`src/rtl/mem_access_unit.sv`:
```
// MIPS MEM-stage load/store unit: store lane steering, load extension, alignment check, one req/ack bus cycle.
// Latency: done 2+k cycles after start for an ack k cycles into REQ; a misaligned access completes 1 cycle after start.
// Backpressure: busy stalls the pipeline until done; bus_req holds until bus_ack. Define MAU_TIMEOUT_EN for an ack timeout (bus_err).
module mem_access_unit #(
  parameter int TIMEOUT_CYCLES = 255
) (
  input  logic        clk,
  input  logic        rst,
  input  logic        start,
  input  logic        mem_read,
  input  logic        mem_write,
  input  logic [1:0]  size,
  input  logic        ld_unsigned,
  input  logic [31:0] addr,
  input  logic [31:0] wdata,
  output logic        busy,
  output logic        done,
  output logic [31:0] rdata,
  output logic        align_exc,
  output logic        bus_err,
  output logic        bus_req,
  output logic        bus_we,
  output logic [31:0] bus_addr,
  output logic [3:0]  bus_be,
  output logic [31:0] bus_wdata,
  input  logic        bus_ack,
  input  logic [31:0] bus_rdata
);

  typedef enum logic [1:0] {
    S_IDLE = 2'd0,
    S_REQ  = 2'd1,
    S_DONE = 2'd2
  } state_t;

  state_t      state_q;
  state_t      state_d;

  logic        req_ok;
  logic        misaligned;
  logic        accept;
  logic        ack_hit;
  logic        tmo_hit;
  logic [3:0]  be_s;
  logic [31:0] wd_s;
  logic [15:0] lane;
  logic [31:0] ld_ext;

  logic        we_q;
  logic [1:0]  size_q;
  logic [1:0]  off_q;
  logic        uns_q;
  logic        exc_q;
  logic [31:0] addr_q;
  logic [3:0]  be_q;
  logic [31:0] wd_q;
  logic [31:0] rdata_q;

  // Exactly one of read/write with a legal size is a real request; anything else is dropped.
  assign req_ok     = start && (mem_read ^ mem_write) && (size != 2'd0);
  assign misaligned = ((size == 2'd2) && addr[0]) ||
                      ((size == 2'd3) && (addr[1:0] != 2'b00));
  assign accept     = (state_q == S_IDLE) && req_ok;
  assign ack_hit    = (state_q == S_REQ) && bus_ack;

`ifdef MAU_TIMEOUT_EN
  localparam int CNT_W = ($clog2(TIMEOUT_CYCLES + 1) > 8) ? $clog2(TIMEOUT_CYCLES + 1) : 8;

  logic [CNT_W-1:0] cnt_q;
  logic             err_q;

  // The cycle that would bring the count to TIMEOUT_CYCLES abandons the access instead.
  assign tmo_hit = (state_q == S_REQ) && !bus_ack && (cnt_q == CNT_W'(TIMEOUT_CYCLES - 1));

  // Count REQ cycles spent waiting for ack; restart from zero for each bus access.
  always_ff @(posedge clk or posedge rst) begin
    if (rst) begin
      cnt_q <= '0;
    end else if (accept && !misaligned) begin
      cnt_q <= '0;
    end else if ((state_q == S_REQ) && !bus_ack) begin
      cnt_q <= cnt_q + 1'b1;
    end
  end

  // Remember whether the access ended by timeout so bus_err pulses alongside done.
  always_ff @(posedge clk or posedge rst) begin
    if (rst) begin
      err_q <= 1'b0;
    end else if (accept) begin
      err_q <= 1'b0;
    end else if (tmo_hit) begin
      err_q <= 1'b1;
    end
  end

  assign bus_err = (state_q == S_DONE) && err_q;
`else
  logic unused_timeout_cfg;

  assign unused_timeout_cfg = |TIMEOUT_CYCLES;
  assign tmo_hit            = 1'b0;
  assign bus_err            = 1'b0;
`endif

  // Store steering: replicate the narrow datum across lanes and enable only the addressed bytes.
  always_comb begin
    be_s = 4'b1111;
    wd_s = 32'h0;
    if (mem_write) begin
      case (size)
        2'd1: begin
          be_s = 4'b0001 << addr[1:0];
          wd_s = {4{wdata[7:0]}};
        end
        2'd2: begin
          be_s = 4'b0011 << addr[1:0];
          wd_s = {2{wdata[15:0]}};
        end
        default: begin
          be_s = 4'b1111;
          wd_s = wdata;
        end
      endcase
    end
  end

  assign lane = 16'(bus_rdata >> {off_q, 3'b000});

  // Load extraction: shift the addressed lane down, then sign- or zero-extend narrow loads.
  always_comb begin
    ld_ext = bus_rdata;
    case (size_q)
      2'd1:    ld_ext = {{24{lane[7] & ~uns_q}}, lane[7:0]};
      2'd2:    ld_ext = {{16{lane[15] & ~uns_q}}, lane[15:0]};
      default: ld_ext = bus_rdata;
    endcase
  end

  // State register; reset drops out of REQ immediately so bus_req falls asynchronously.
  always_ff @(posedge clk or posedge rst) begin
    if (rst) begin
      state_q <= S_IDLE;
    end else begin
      state_q <= state_d;
    end
  end

  // Next-state and state-decoded outputs.
  always_comb begin
    state_d   = state_q;
    busy      = 1'b0;
    done      = 1'b0;
    bus_req   = 1'b0;
    align_exc = 1'b0;
    case (state_q)
      S_IDLE: begin
        if (req_ok) begin
          state_d = misaligned ? S_DONE : S_REQ;
        end
      end
      S_REQ: begin
        busy    = 1'b1;
        bus_req = 1'b1;
        if (bus_ack || tmo_hit) begin
          state_d = S_DONE;
        end
      end
      S_DONE: begin
        busy      = 1'b1;
        done      = 1'b1;
        align_exc = exc_q;
        state_d   = S_IDLE;
      end
      default: state_d = S_IDLE;
    endcase
  end

  // Capture the access on acceptance so the bus sees stable fields for the whole REQ phase,
  // and capture load data on ack only; misaligned accesses and stores leave rdata untouched.
  always_ff @(posedge clk or posedge rst) begin
    if (rst) begin
      we_q    <= 1'b0;
      size_q  <= 2'd0;
      off_q   <= 2'd0;
      uns_q   <= 1'b0;
      exc_q   <= 1'b0;
      addr_q  <= 32'h0;
      be_q    <= 4'h0;
      wd_q    <= 32'h0;
      rdata_q <= 32'h0;
    end else begin
      if (accept) begin
        exc_q <= misaligned;
        if (!misaligned) begin
          we_q   <= mem_write;
          size_q <= size;
          off_q  <= addr[1:0];
          uns_q  <= ld_unsigned;
          addr_q <= {addr[31:2], 2'b00};
          be_q   <= be_s;
          wd_q   <= wd_s;
        end
      end
      if (ack_hit && !we_q) begin
        rdata_q <= ld_ext;
      end
    end
  end

  assign rdata     = rdata_q;
  assign bus_we    = we_q;
  assign bus_addr  = addr_q;
  assign bus_be    = be_q;
  assign bus_wdata = wd_q;

endmodule
```
`config.mk`:
```
export PLATFORM = sky130hd
export DESIGN_NAME = mem_access_unit
export DESIGN_NICKNAME = d
export VERILOG_FILES = /design/src/rtl/mem_access_unit.sv
export SDC_FILE = /design/constraint.sdc
export NUM_CORES = 1
export LEC_CHECK = 0
export CAP_MARGIN = 25
export CORE_ASPECT_RATIO = 1.4
export CORE_MARGIN = 3
export CORE_UTILIZATION = 48
export DETAILED_ROUTE_END_ITERATION = 6
export GPL_TIMING_DRIVEN = 0
export PLACE_DENSITY = 0.95
export SKIP_LAST_GASP = 1
export SYNTH_ARGS = -nofsm -noshare
export SYNTH_HDL_FRONTEND = slang
export SYNTH_SLANG_ARGS = --single-unit
```
`constraint.sdc`:
```
create_clock -name clk -period 9.1 [get_ports clk]
set_input_delay 1.82 -clock clk [delete_from_list [all_inputs] [get_ports clk]]
set_output_delay 1.82 -clock clk [all_outputs]
set_load 0.005 [all_outputs]
```
==> results of run 1 <==
-- power groups by stage --
stage | registers (mW) | clock network [mW] | logic [mW]
5_1_grt | 0.876 | 0.427 | 1.31
2_1_floorplan | 0.852 | 0 | 0.538
6_report | 0.851 | 0.400 | 1.21
3_5_place_dp | 0.857 | 0 | 1.20
4_1_cts | 0.850 | 0.405 | 1.21
3_3_place_gp | 0.840 | 0 | 1.16
-- worst paths after layout --
| check | endpoint | slack, ps |
|---|---|---|
| worst max-delay path | bus_wdata[11]$_DFFE_PP0P_ | 5480 |
| worst min-delay path | bus_wdata[23]$_DFFE_PP0P_ | 480 |
| worst max register to register | rdata[19]$_DFFE_PP0P_ | 7080 |
| worst min register to register | bus_wdata[23]$_DFFE_PP0P_ | 480 |
| max in group asynchronous | bus_wdata[17]$_DFFE_PP0P_ | 6520 |
| min in group asynchronous | bus_addr[9]$_DFFE_PP0P_ | 1850 |
-- critical path, delay by kind of cell --
kind	cells	cell delay (ps)
buffers and inverters	4	1200
AOI/OAI and AO/OA	2	330
adders and majority gates	1	270
and+or+nand+nor	2	240
-- state kept, by name, summed over array words and instances, names as in the netlist --
| register | count |
|---|---|
| rdata | 32 |
| bus_wdata | 32 |
| bus_be | 4 |
| off_q | 2 |
| size_q | 2 |
| uns_q | 1 |
| exc_q | 1 |
| state_q | 2 |
| bus_we | 1 |
| bus_addr | 30 |
-- placed cells by master, fill, tap and decap left out, types with 2 or more instances in the layout --
cell type        instances
a211o_1                  7
a21o_1                   2
a21oi_1                 43
a22oi_1                  8
a32oi_1                  8
buf_2                   10
buf_4                    6
buf_6                    5
clkbuf_1                25
clkbuf_16                9
clkdlybuf4s50_1        206
conb_1                   3
dfrtp_1                107
ha_1                     9
inv_1                   24
inv_6                    2
mux2_4                  34
mux2i_1                 11
nand2_1                107
nand2b_1                 2
nand3b_1                 2
nor2_1                  43
nor2b_1                 10
o21ai_0                 29
o21ai_1                  4
o22ai_1                 25
o2bb2ai_1                7
o31ai_1                 16
-- per-stage QoR --
step | instance area [sq um] | setup WS (ps) | power (mW) | hold slack, ps
final | 8000 | 5480 | 2.46 | 477
after floorplan | 5430 | 4460 | 1.39 | 460
after detailed placement | 7700 | 5170 | 2.06 | 467
after global placement | 7670 | 3040 | 2.00 | 462
after global routing | 8000 | 5300 | 2.61 | 506
after CTS | 8000 | 5520 | 2.47 | 484
-- cell families (layout without fill, tap and decap cells) --
| group | Yosys count | after routing |
|---|---|---|
| flops | 107 | 107 |
| fa+ha+maj | 9 | 9 |
| compound gates | 156 | 156 |
| simple gates | 166 | 166 |
| xor+xnor | 1 | 1 |
| other cells | 1 | 3 |
| mux | 45 | 45 |
| buf+inv | 71 | 294 |
-- cell type report --
type / instances / area (sq um) / area share [%]
clock inverters: 6 / 71.3 / 0.892
repair buffers: 207 / 2090 / 26.1
multi-input cells: 380 / 2410 / 30.2
flip-flops and latches: 107 / 2680 / 33.5
well taps: 141 / 176 / 2.21
inverters: 25 / 96.3 / 1.20
plain buffers: 46 / 245 / 3.07
clock buffers: 10 / 229 / 2.86
-- layer usage --
metal  GRT usage, %  vias up  routed length, microns
li1               -     2356                       -
met1           31.2     2440                    6060
met2           44.3      328                    8310
met3           6.80       73                    1660
met4           16.6        0                     958
met5              0        -                       0
==> run metrics, run 1 <==
Initial Utilization=49.6%; multiplexer share of the synthesized area=11.4%; Diodes inserted=0; VDD IR max=0.000140 V; net switching power=0.831 mW; DRT antenna net count=0; Distinct cells, synth=36; min-delay worst type=reg -> reg; Critical Path Start Type=input pin; fill count=764; DRT Wirelength=17.0 mm; core box area=0.0109 sq mm; Post-synth top cells=107 x dfrtp_1, 107 x nand2_1, 43 x a21oi_1, 43 x nor2_1, 34 x mux2_4; Slew @ Worst Pin=571 ps; clk buf depth=2; DRT iter0 DRCs=268; global-route wire length before repair=26.8 mm; # IOs=211; adder-cell share of the synthesized area=2.08%; post-cts sizing count=0; CP max stage cell=clkdlybuf4s50_1; Worst R2R Path Depth=6; main combinational cell family by area after synthesis=compound AO/OA/AOI/OAI gates; XOR/XNOR Fraction of Synth Area=0.300%; Rel. slew slack=61.8%; die width=95.8 microns; Synth Area per Inst=9.75 sq um; # port buffers=206; register share of total power=34.6%; Post-synth EDFFs=0; CP max FO=10; CTS tree=built; # Max-Cap Violations=0; fmax=277 MHz; die area=0.0126 sq mm; Syn Inst Count=556; final setup vio count=0; Synthesis Warnings=0; post-synthesis simple-gate area fraction=12.3%; CP arrival=3870 ps; #FFs+latches synth=107; sequential share of the synthesized area=49.4%; Clock Power Share=16.3%; post-route setup TNS=0 ps; largest net degree at the start of global routing=71; H-tree levels=3; worst path cell trace=clkdlybuf4s50_1, inv_1, ha_1, nor2_1, o2111ai_1, buf_4, clkbuf_1, nand2_1, o31ai_1; dpl hpwl=13.0 mm; mapped cell area=0.00542 sq mm; placed cell count=906; total internal power=1.63 mW; Top FF cell, synth=dfrtp_1; row cnt=45; Layout area overhead=47.5%; CP endpoint kind=register; clk root buf=clkbuf_16; status=finished, final reports clean; Final nets=890; clock slew at reported path FFs=80 ps; Power Density=308 mW/mm^2; Slew Viols, Final=0; RSZ-0062 raised after global routing=false; share of cells above drive strength 1=9.60%; Worst Path Required=9360 ps; min cycle time layout=3620 ps; GRT Total Usage=27.1%; first drt pass iteration count=5; sw frac=33.7%; max incr delay on CP=460 ps; clk_lat worst skew=350 ps; area leader, netlist=dfrtp_1; final period utilization=39.7%; vias in the first global route=5,342; CP Class=in -> reg; non-filler cells, final=922; R2R Path Start=state_q[0]$_DFFE_PP0P_; DR vias=5,197; initial antenna violation count=0; Final Hold Viols=0; drt drc=0; Synth Area in Compound Gates=18.2%; Leakage=3.60 nW; Die Ht=132 microns; synth top area cells=dfrtp_1 49%, mux2_4 9.4%, nand2_1 7.4%; CTS Sinks=107; cts hold-fix bufs=0; hold path depth=2; GRT Residual Overflow=0; via/cell ratio=5.64; Final Util=73.2%; CP startpoint=size[0]; Hold Crit Start=bus_wdata[23]$_DFFE_PP0P_; drt wl/cell=18.4 microns; ys async rst share=100%; gpl congestion=0.940; clock skew=13.8 ps; post-CTS setup buffer count=0; total CTS buffers=9; top cell type's share of synthesized area=49.4%; combinational fraction of design power=49.2%
Note: power is estimated with default switching activity, not from simulation.
==> inputs of run 2 (changes only) <==
- CORE_UTILIZATION: 48 -> 40
- PLACE_DENSITY: 0.95 -> 0.88
- clock period: 9.1 -> 2.9 ns (I/O delays scaled with it)
==> run 2 against run 1 <==
  * Critical path depth is the same
  * Register-to-register slack got worse by 6200 ps
  * Sequential power rose to 3.1 times the previous value
  * Worst hold slack better by 2.6 ps
  * Critical endpoint is now bus_wdata[8]$_DFFE_PP0P_
  * Non-clock buffer count is 1 higher
  * Worst setup slack got worse by 5000 ps
  * Highest routed layer unchanged
  * Combinational power grew to 3.1 times the previous value
  * Utilization down 12 points
  * Final cell count up 4.1%
  * Routed wire length shrank 1.8%
  * Via count down 3.4%
==> run metrics, run 2 (synthesis gave the netlist of run 1 again) <==
Slew @ Worst Pin=714 ps (was 571 ps); DRT Wirelength=16.7 mm (was 17.0 mm); Initial Utilization=41.5% (was 49.6%); Diodes inserted=0 (unchanged); Setup WS post-layout=528 ps (was 5480 ps); CP Class=in -> reg (unchanged); Worst Path Required=3150 ps (was 9360 ps); row cnt=49 (was 45); CP endpoint kind=register (unchanged); R2R Path Start=size_q[0]$_DFFE_PP0P_ (was state_q[0]$_DFFE_PP0P_); drt drc=0 (unchanged); Layout area overhead=48.4% (was 47.5%); Rel. slew slack=52.3% (was 61.8%); via/cell ratio=5.23 (was 5.64); final setup vio count=0 (unchanged); clock skew=8.64 ps (was 13.8 ps); Critical Path Start Type=input pin (unchanged); drt wl/cell=17.4 microns (was 18.4 microns); clk buf depth=2 (unchanged); # IOs=211 (unchanged); H-tree levels=3 (unchanged); Final nets=891 (was 890); clock slew at reported path FFs=80 ps (about the same); post-CTS setup buffer count=0 (unchanged); Pwr Total=7.64 mW (was 2.46 mW); Slew Viols, Final=0 (unchanged); RSZ-0062 raised after global routing=false (unchanged); gpl congestion=0.968 (was 0.940); Final Hold Viols=0 (unchanged); final period utilization=81.8%; dpl hpwl=12.7 mm (was 13.0 mm); initial antenna violation count=0 (unchanged); CP arrival=2620 ps (was 3870 ps); global-route wire length before repair=26.6 mm (was 26.8 mm); vias in the first global route=5,114 (was 5,342); GRT Residual Overflow=0 (unchanged); commonest non-fill, non-tap cell in the layout=clkdlybuf4s50_1 (unchanged); clk root buf=clkbuf_16 (unchanged); min-delay worst type=reg -> reg (unchanged); post-cts sizing count=0 (unchanged); DRT antenna net count=0 (unchanged); DRT iter0 DRCs=203 (was 268); # port buffers=206 (unchanged); Leakage=3.59 nW (was 3.60 nW); first drt pass iteration count=4 (was 5); CTS tree=built (unchanged); status=finished, final reports clean (unchanged); # Max-Cap Violations=0 (unchanged); Power Density=950 mW/mm^2 (was 308 mW/mm^2); Die Ht=144 microns (was 132 microns); Hold Crit Start=bus_wdata[13]$_DFFE_PP0P_ (was bus_wdata[23]$_DFFE_PP0P_); min cycle time layout=2370 ps; fmax=422 MHz; commonest cells after routing, fill and taps aside=206 x clkdlybuf4s50_1, 107 x nand2_1, 107 x dfrtp_1 (unchanged); Setup WS pre-CTS=161 ps (was 5170 ps); CP startpoint=size[0] (unchanged); core box area=0.0131 sq mm (was 0.0109 sq mm); cts hold-fix bufs=0 (unchanged); die area=0.0150 sq mm (was 0.0126 sq mm); largest net degree at the start of global routing=42 (was 71); CP max FO=10 (unchanged); CTS Sinks=107 (unchanged); clk_lat worst skew=340 ps (was 350 ps); DR vias=5,018 (was 5,197); total CTS buffers=9 (unchanged); VDD IR max=0.000459 V (was 0.000140 V); share of cells above drive strength 1=9.85% (was 9.60%); GRT Total Usage=22.1% (was 27.1%); die width=104 microns (was 95.8 microns)
run 2: worst max-delay path: stages:
cell and delay [ps]:
clkdlybuf4s50_1 450, inv_1 110, ha_1 230, nor2_1 100
o2111ai_1 300, buf_4 260, clkbuf_1 390, nand2_1 110
o31ai_1 90
run 2: layout make-up:
type                    count  area [sq um]
fillers                  1088          5010
inverters                  25          97.6
multi-input cells         380          2410
repair buffers            208          2100
well taps                 178           223
plain buffers              46           245
flip-flops and latches    107          2680
clock inverters             6          48.8
clock buffers              10           239
run 2: worst paths after layout:
kind                       cells past startpoint  slack (ps)                         to
max in group asynchronous                      3        1550          exc_q$_DFFE_PP0P_
setup / recovery                               9         530   bus_wdata[8]$_DFFE_PP0P_
setup reg to reg                               7         900      rdata[21]$_DFFE_PP0P_
min in group asynchronous                      2         700       rdata[5]$_DFFE_PP0P_
hold reg to reg                                2         480  bus_wdata[13]$_DFFE_PP0P_
hold / removal                                 2         480  bus_wdata[13]$_DFFE_PP0P_
run 2: metrics by stage:
step | instance area (sq um) | cells | hold WS, ps | TNS, ps | utilization, %
after detailed placement | 7760 | 944 | 465 | 0 | 59.4
after CTS | 8050 | 960 | 482 | 0 | 61.6
after global routing | 8050 | 960 | 497 | 0 | 61.6
after global placement | 7720 | 942 | 460 | -9250 | 59.1
final | 8050 | 960 | 480 | 0 | 61.6
after floorplan | 5430 | 558 | 460 | 0 | -
run 2: report_power, final:
part	total, mW	internal, mW	switching (mW)	leakage (nW)
registers	2.64	2.22	0.417	1.34
logic	3.81	2.22	1.60	2.12
clock network	1.19	0.614	0.572	0.137
total	7.64	5.05	2.59	3.59
run 2: layer usage:
| metal | wire [microns] | vias to the layer above | track usage [%] | share of wire, % |
|---|---|---|---|---|
| li1 | - | 2357 | - | - |
| met1 | 6430 | 2400 | 24.9 | 39 |
| met2 | 8500 | 222 | 39.1 | 51 |
| met3 | 1180 | 39 | 5.80 | 7.1 |
| met4 | 578 | 0 | 10.4 | 3.5 |
| met5 | 0 | - | 0 | 0 |
